### config.mk
export PLATFORM = sky130hd
export DESIGN_NAME = key_press_decoder_flat
export DESIGN_NICKNAME = d
export VERILOG_FILES = /design/src/rtl/key_pkg.sv /design/src/rtl/key_press_decoder_if.sv /design/src/rtl/sync_2ff.sv /design/src/rtl/key_press_decoder.sv /design/src/flat_wrapper.sv
export SDC_FILE = /design/constraint.sdc
export NUM_CORES = 1
export LEC_CHECK = 0
export CAP_MARGIN = 15
export CORE_MARGIN = 8
export CORE_UTILIZATION = 41
export DETAILED_ROUTE_END_ITERATION = 16
export HOLD_SLACK_MARGIN = 0.06
export SKIP_CTS_REPAIR_TIMING = 1
export SYNTH_ARGS = -nofsm -noshare
export SYNTH_HDL_FRONTEND = slang
export SYNTH_HIERARCHICAL = 1
export SYNTH_SLANG_ARGS = --single-unit
export TNS_END_PERCENT = 30
### constraint.sdc
create_clock -name sys_clk -period 2.6 [get_ports sys_clk]
set_input_delay 0.52 -clock sys_clk [delete_from_list [all_inputs] [get_ports sys_clk]]
set_output_delay 0.52 -clock sys_clk [all_outputs]
set_load 0.005 [all_outputs]
### src/rtl/key_pkg.sv
// Shared state encoding and 50 MHz default timing for the push-button decoder.
package key_pkg;

    typedef enum logic [1:0] {
        IDLE    = 2'd0,
        FILT_DN = 2'd1,
        PRESSED = 2'd2,
        FILT_UP = 2'd3
    } key_state_e;

    localparam int unsigned CNT_MAX_DEF  = 32'd1_000_000;
    localparam int unsigned LONG_MAX_DEF = 32'd50_000_000;
    localparam int unsigned CNT_W_DEF    = 32'd26;

    // True while the debounced key counts as held down
    function automatic logic is_down(input key_state_e st);
        return (st == PRESSED) || (st == FILT_UP);
    endfunction

endpackage

### src/rtl/key_press_decoder_if.sv
// Key pin and event/level lines between the board-side driver and the decoder.
interface key_press_decoder_if;

    logic key_in;
    logic key_flag;
    logic release_flag;
    logic long_flag;
    logic key_level;

    modport master (
        output key_in,
        input  key_flag,
        input  release_flag,
        input  long_flag,
        input  key_level
    );

    modport slave (
        input  key_in,
        output key_flag,
        output release_flag,
        output long_flag,
        output key_level
    );

endinterface

### src/rtl/sync_2ff.sv
// Two-flop synchroniser for a single asynchronous bit with a selectable reset value.
module sync_2ff #(
    parameter logic RST_VAL = 1'b1
) (
    input  logic sys_clk,
    input  logic sys_rst_n,
    input  logic d,
    output logic q
);

    logic meta_r;
    logic q_r;

    // Two-stage capture of the asynchronous input
    always_ff @(posedge sys_clk or negedge sys_rst_n) begin
        if (!sys_rst_n) begin
            meta_r <= RST_VAL;
            q_r    <= RST_VAL;
        end else begin
            meta_r <= d;
            q_r    <= meta_r;
        end
    end

    assign q = q_r;

endmodule

### src/rtl/key_press_decoder.sv
// Debounces an active-low push-button and emits press, release and long-press pulses
// plus a clean pressed level, all registered on sys_clk.
module key_press_decoder
    import key_pkg::*;
#(
    parameter int unsigned CNT_MAX  = CNT_MAX_DEF,
    parameter int unsigned LONG_MAX = LONG_MAX_DEF,
    parameter int unsigned CNT_W    = CNT_W_DEF
) (
    input  logic          sys_clk,
    input  logic          sys_rst_n,
    key_press_decoder_if.slave kif
);

    localparam logic [CNT_W-1:0] DEB_LAST  = CNT_W'(CNT_MAX - 32'd1);
    localparam logic [CNT_W-1:0] HOLD_LAST = CNT_W'(LONG_MAX - 32'd1);
    localparam logic [CNT_W-1:0] CNT_ONE   = CNT_W'(32'd1);
    localparam logic [CNT_W-1:0] CNT_ZERO  = {CNT_W{1'b0}};

    logic             key_sync_s;
    key_state_e       state_r;
    key_state_e       state_nxt_s;
    logic [CNT_W-1:0] deb_cnt_r;
    logic [CNT_W-1:0] deb_cnt_nxt_s;
    logic [CNT_W-1:0] hold_cnt_r;
    logic [CNT_W-1:0] hold_cnt_nxt_s;
    logic             hold_at_max_s;
    logic             hold_max_d_r;
    logic             key_flag_r;
    logic             release_flag_r;
    logic             long_flag_r;
    logic             key_level_r;

    sync_2ff #(.RST_VAL(1'b1)) u_sync (
        .sys_clk   (sys_clk),
        .sys_rst_n (sys_rst_n),
        .d         (kif.key_in),
        .q         (key_sync_s)
    );

    // Debounce FSM next state and filter counter; any disagreeing sample restarts the window
    always_comb begin
        state_nxt_s   = state_r;
        deb_cnt_nxt_s = CNT_ZERO;
        case (state_r)
            IDLE: begin
                if (!key_sync_s) begin
                    state_nxt_s = FILT_DN;
                end else begin
                    state_nxt_s = IDLE;
                end
            end
            FILT_DN: begin
                if (key_sync_s) begin
                    state_nxt_s = IDLE;
                end else if (deb_cnt_r == DEB_LAST) begin
                    state_nxt_s = PRESSED;
                end else begin
                    deb_cnt_nxt_s = deb_cnt_r + CNT_ONE;
                end
            end
            PRESSED: begin
                if (key_sync_s) begin
                    state_nxt_s = FILT_UP;
                end else begin
                    state_nxt_s = PRESSED;
                end
            end
            FILT_UP: begin
                if (!key_sync_s) begin
                    state_nxt_s = PRESSED;
                end else if (deb_cnt_r == DEB_LAST) begin
                    state_nxt_s = IDLE;
                end else begin
                    deb_cnt_nxt_s = deb_cnt_r + CNT_ONE;
                end
            end
            default: begin
                state_nxt_s = IDLE;
            end
        endcase
    end

    assign hold_at_max_s = (hold_cnt_r == HOLD_LAST);

    // Hold timer keeps running through a rejected up-bounce and saturates
    always_comb begin
        hold_cnt_nxt_s = hold_cnt_r;
        if (!is_down(state_r)) begin
            hold_cnt_nxt_s = CNT_ZERO;
        end else if (!hold_at_max_s) begin
            hold_cnt_nxt_s = hold_cnt_r + CNT_ONE;
        end else begin
            hold_cnt_nxt_s = hold_cnt_r;
        end
    end

    // State, counters and registered outputs
    always_ff @(posedge sys_clk or negedge sys_rst_n) begin
        if (!sys_rst_n) begin
            state_r        <= IDLE;
            deb_cnt_r      <= CNT_ZERO;
            hold_cnt_r     <= CNT_ZERO;
            hold_max_d_r   <= 1'b0;
            key_flag_r     <= 1'b0;
            release_flag_r <= 1'b0;
            long_flag_r    <= 1'b0;
            key_level_r    <= 1'b0;
        end else begin
            state_r        <= state_nxt_s;
            deb_cnt_r      <= deb_cnt_nxt_s;
            hold_cnt_r     <= hold_cnt_nxt_s;
            hold_max_d_r   <= hold_at_max_s;
            key_flag_r     <= (state_r == FILT_DN) && (state_nxt_s == PRESSED);
            release_flag_r <= (state_r == FILT_UP) && (state_nxt_s == IDLE);
            // Rising edge of saturation gives exactly one pulse per press
            long_flag_r    <= hold_at_max_s && !hold_max_d_r;
            key_level_r    <= is_down(state_nxt_s);
        end
    end

    assign kif.key_flag     = key_flag_r;
    assign kif.release_flag = release_flag_r;
    assign kif.long_flag    = long_flag_r;
    assign kif.key_level    = key_level_r;

endmodule

### src/flat_wrapper.sv
// flat-port wrapper written by rule: the top's interface ports become plain ports
module key_press_decoder_flat import key_pkg::*;
#(
    parameter int unsigned CNT_MAX  = CNT_MAX_DEF,
    parameter int unsigned LONG_MAX = LONG_MAX_DEF,
    parameter int unsigned CNT_W    = CNT_W_DEF
)
  (sys_clk, sys_rst_n, kif_key_in, kif_key_flag, kif_release_flag, kif_long_flag, kif_key_level);
  key_press_decoder_if kif_i ();
  input  logic sys_clk;
  input  logic sys_rst_n;
  input wire logic [$bits(kif_i.key_in)-1:0] kif_key_in;
  output wire logic [$bits(kif_i.key_flag)-1:0] kif_key_flag;
  output wire logic [$bits(kif_i.release_flag)-1:0] kif_release_flag;
  output wire logic [$bits(kif_i.long_flag)-1:0] kif_long_flag;
  output wire logic [$bits(kif_i.key_level)-1:0] kif_key_level;
  assign kif_i.key_in = kif_key_in;
  assign kif_key_flag = kif_i.key_flag;
  assign kif_release_flag = kif_i.release_flag;
  assign kif_long_flag = kif_i.long_flag;
  assign kif_key_level = kif_i.key_level;
  key_press_decoder #(.CNT_MAX(CNT_MAX), .LONG_MAX(LONG_MAX), .CNT_W(CNT_W)) u_core (.sys_clk(sys_clk), .sys_rst_n(sys_rst_n), .kif(kif_i));
endmodule
==> reports/metrics.yaml <==
sta:
  finalHoldViolations: 0
  slew_headroom: 0.483
  tns_ps: 0
  fin_crit_ps: 2020
  tightestPinTransition_ps: 775
  slew_violations: 0
  setup_viol: 0
  fmax_mhz: 496
  holdWs_ps: 215
  finalClockSkew_ps: 14.2
  rsz0062_at_grt: "no"
  min_period_over_period: 0.776
die:
  dieArea_um2: 10200
  fp.coreArea_um2: 7140
  fp-row-count: 31
  start_util: 0.417
  io_pins: 7
  fp.dieH_um: 101
  die_w_um: 101
finish:
  n_antenna_cell: 0
  syn_to_final_growth_pct: 11.4
  drive_gt1_frac: 0.0831
  fillCellCount: 689
  nets: 313
synthesis:
  ys_async_sr_fraction: 1.00
  avgSynthCellArea_um2: 9.93
  post-synth-top-area-cell: "dfrtp_1"
  yosys.area.top_type_share: 0.496
  syn-cell-area_um2: 2980
  synth_edf_count: 0
  synthCells: 300
  netlist-cell-type-count: 40
  ys_seq_area_frac: 0.513
  synth.ff_latch_count: 61
  synthFlopType: "dfrtp_1"
  ys.warnings.count: 6
  yosys-top-cells-area: "dfrtp_1 (50%), xnor2_1 (7.1%), nor2_1 (6.3%)"
  synth_nets: 305
global_route:
  grt_usage: 0.122
  grt_max_degree: 35
  antenna_found_initial: 0
  grt-busiest-layer: "met2"
  gr-total-overflow: 0
  met2_usage: 0.191
  use_met3: 0.0378
  grt_pass1_vias: 2103
  grt_first_pass_wirelength_um: 9780
  met1_usage: 0.149
clock_tree:
  clk_latency_ps: 330
  numCtsBuffers: 9
  clk_pin_slew_ps: 70
  clock_path_buffers: 2
  tritoncts: "built"
  root_buffer: "clkbuf_8"
  h-tree-depth: 3
  cts_sinks: 61
pwr:
  powerDensity_nw_per_um2: 543
  peakVddDrop_mv: 0.236
  leakage_nw: 1.30
  finalPower_w: 0.00180
place:
  dpl.hpwl_um: 3620
  io_buffers: 6
  place_congestion: 0.862
route:
  ant_nets: 0
  drc: 0
  firstDrtPassIters: 5
  avgRoutedWirePerCell_um: 13.4
  drt_iter0_markers: 78
  viasPerCell: 5.09
  vias: 2096
  routed_wl_um: 5520
worst_setup_path:
  critical-path-slowest-cell: "or3_1"
  crit_type: "reg -> reg"
  cpPeakStageDelay_ps: 510
  cp_cell_sequence: "nor4b_1 -> nand3_1 -> or3_1 -> inv_8 -> mux2i_1 -> nor2_1"
  crit_fanout: 9
  crit_family: "simple AND/OR/NAND/NOR gates"
  required_ps: 2780
  worstPathArrival_ps: 2190
  endpoint_kind: "flip-flop"
  worst_setup_path_start_kind: "flip-flop"
  crit_buf_inv: 1
job:
  maxCapViolCount: 0
worst_hold_path:
  min_path_type: "in -> async"
run_status:
  status: "finished, final reports clean"
-- state kept, by name, indices dropped and copies added, names as in the netlist --
name / flops
u_core/deb_cnt_r: 26
u_core/hold_cnt_r: 26
u_core/hold_max_d_r: 1
u_core/kif.key_flag: 1
u_core/kif.key_level: 1
u_core/kif.long_flag: 1
u_core/kif.release_flag: 1
u_core/state_r: 2
u_core/u_sync/meta_r: 1
u_core/u_sync/q: 1
-- metrics by stage --
step,setup WS [ps],cells,utilization,area [µm²]
floorplan,799,300,-,2980
global placement,658,396,0.439,3130
detailed placement,602,396,0.439,3130
CTS,586,412,0.465,3320
global route,458,412,0.465,3320
finish,583,412,0.465,3320
-- synth_stat cells (all sizes together), types with 3 or more instances --
| cell type | count |
|---|---|
| nor2 | 50 |
| xor2 | 16 |
| nand2 | 20 |
| buf | 6 |
| nor2b | 3 |
| nor4 | 5 |
| clkbuf | 5 |
| nor4b | 3 |
| nand4 | 7 |
| a21oi | 6 |
| o21ai | 7 |
| nand3 | 21 |
| or3 | 7 |
| xnor2 | 24 |
| mux2i | 4 |
| dfrtp | 59 |
| a31oi | 3 |
| and4 | 11 |
| nor3 | 9 |
| o31ai | 3 |
| inv | 7 |
| and3 | 10 |
-- logic make-up (layout without fill, tap and decap cells) --
| family | count (synthesis) | count (layout) | share of synthesized area |
|---|---|---|---|
| fa+ha+maj | 2 | 2 | 0.00840 |
| buf+inv | 18 | 31 | 0.0298 |
| compound gates | 20 | 20 | 0.0382 |
| mux | 4 | 4 | 0.0134 |
| simple gates | 155 | 155 | 0.279 |
| xor+xnor | 40 | 40 | 0.118 |
| flops | 61 | 61 | 0.513 |
-- placed cells by master (no fill, tap or decap), types with 3 or more instances in the layout --
cell / n
a21oi_1: 6
inv_1: 6
nand4_1: 6
and3_1: 10
xor2_1: 16
a31oi_1: 3
o31ai_1: 3
clkbuf_8: 10
nor3_1: 9
mux2i_1: 4
and4_1: 10
clkdlybuf4s50_1: 5
xnor2_1: 24
nor2_1: 50
or3_1: 5
nor4_1: 4
nand2_1: 20
nor2b_1: 3
o21ai_0: 7
nand3_1: 20
dfrtp_1: 59
clkbuf_1: 4
-- cell type report --
class / count / area (µm²) / area share
Clock inverter: 2 / 35.0 / 0.0106
Timing Repair Buffer: 8 / 82.6 / 0.0249
Multi-Input combinational cell: 221 / 1360 / 0.410
Clock buffer: 14 / 153 / 0.0460
Tap cell: 99 / 124 / 0.0373
Sequential cell: 61 / 1530 / 0.461
Inverter: 7 / 33.8 / 0.0102
-- report_power, final --
part / switching, W / internal (W) / total, W
combinational: 0.0000265 / 0.00000819 / 0.0000347
sequential: 0.00000285 / 0.000954 / 0.000957
clock: 0.000341 / 0.000469 / 0.000811
total: 0.000371 / 0.00143 / 0.00180
-- path summary, 6_finish.rpt --
path	from	endpoint	slack, ps	depth (start not counted)
max	u_core/hold_cnt_r[7]$_DFFE_PN0P_	u_core/hold_cnt_r[1]$_DFFE_PN0P_	580	6
min	sys_rst_n	u_core/deb_cnt_r[18]$_DFF_PN0_	220	1
max reg2reg	u_core/hold_cnt_r[7]$_DFFE_PN0P_	u_core/hold_cnt_r[1]$_DFFE_PN0P_	580	6
min reg2reg	u_core/u_sync/meta_r$_DFF_PN1_	u_core/u_sync/q$_DFF_PN1_	360	0
max in group asynchronous	sys_rst_n	u_core/u_sync/meta_r$_DFF_PN1_	1700	2
min in group sys_clk	u_core/u_sync/meta_r$_DFF_PN1_	u_core/u_sync/q$_DFF_PN1_	360	0
-- metal layers --
layer | up-vias | wire length, µm
met4 | 0 | 110
met1 | 1000 | 2690
met5 | - | 0
li1 | 1054 | -
met3 | 9 | 179
met2 | 33 | 2540
Power figures use the tool's default switching activity.
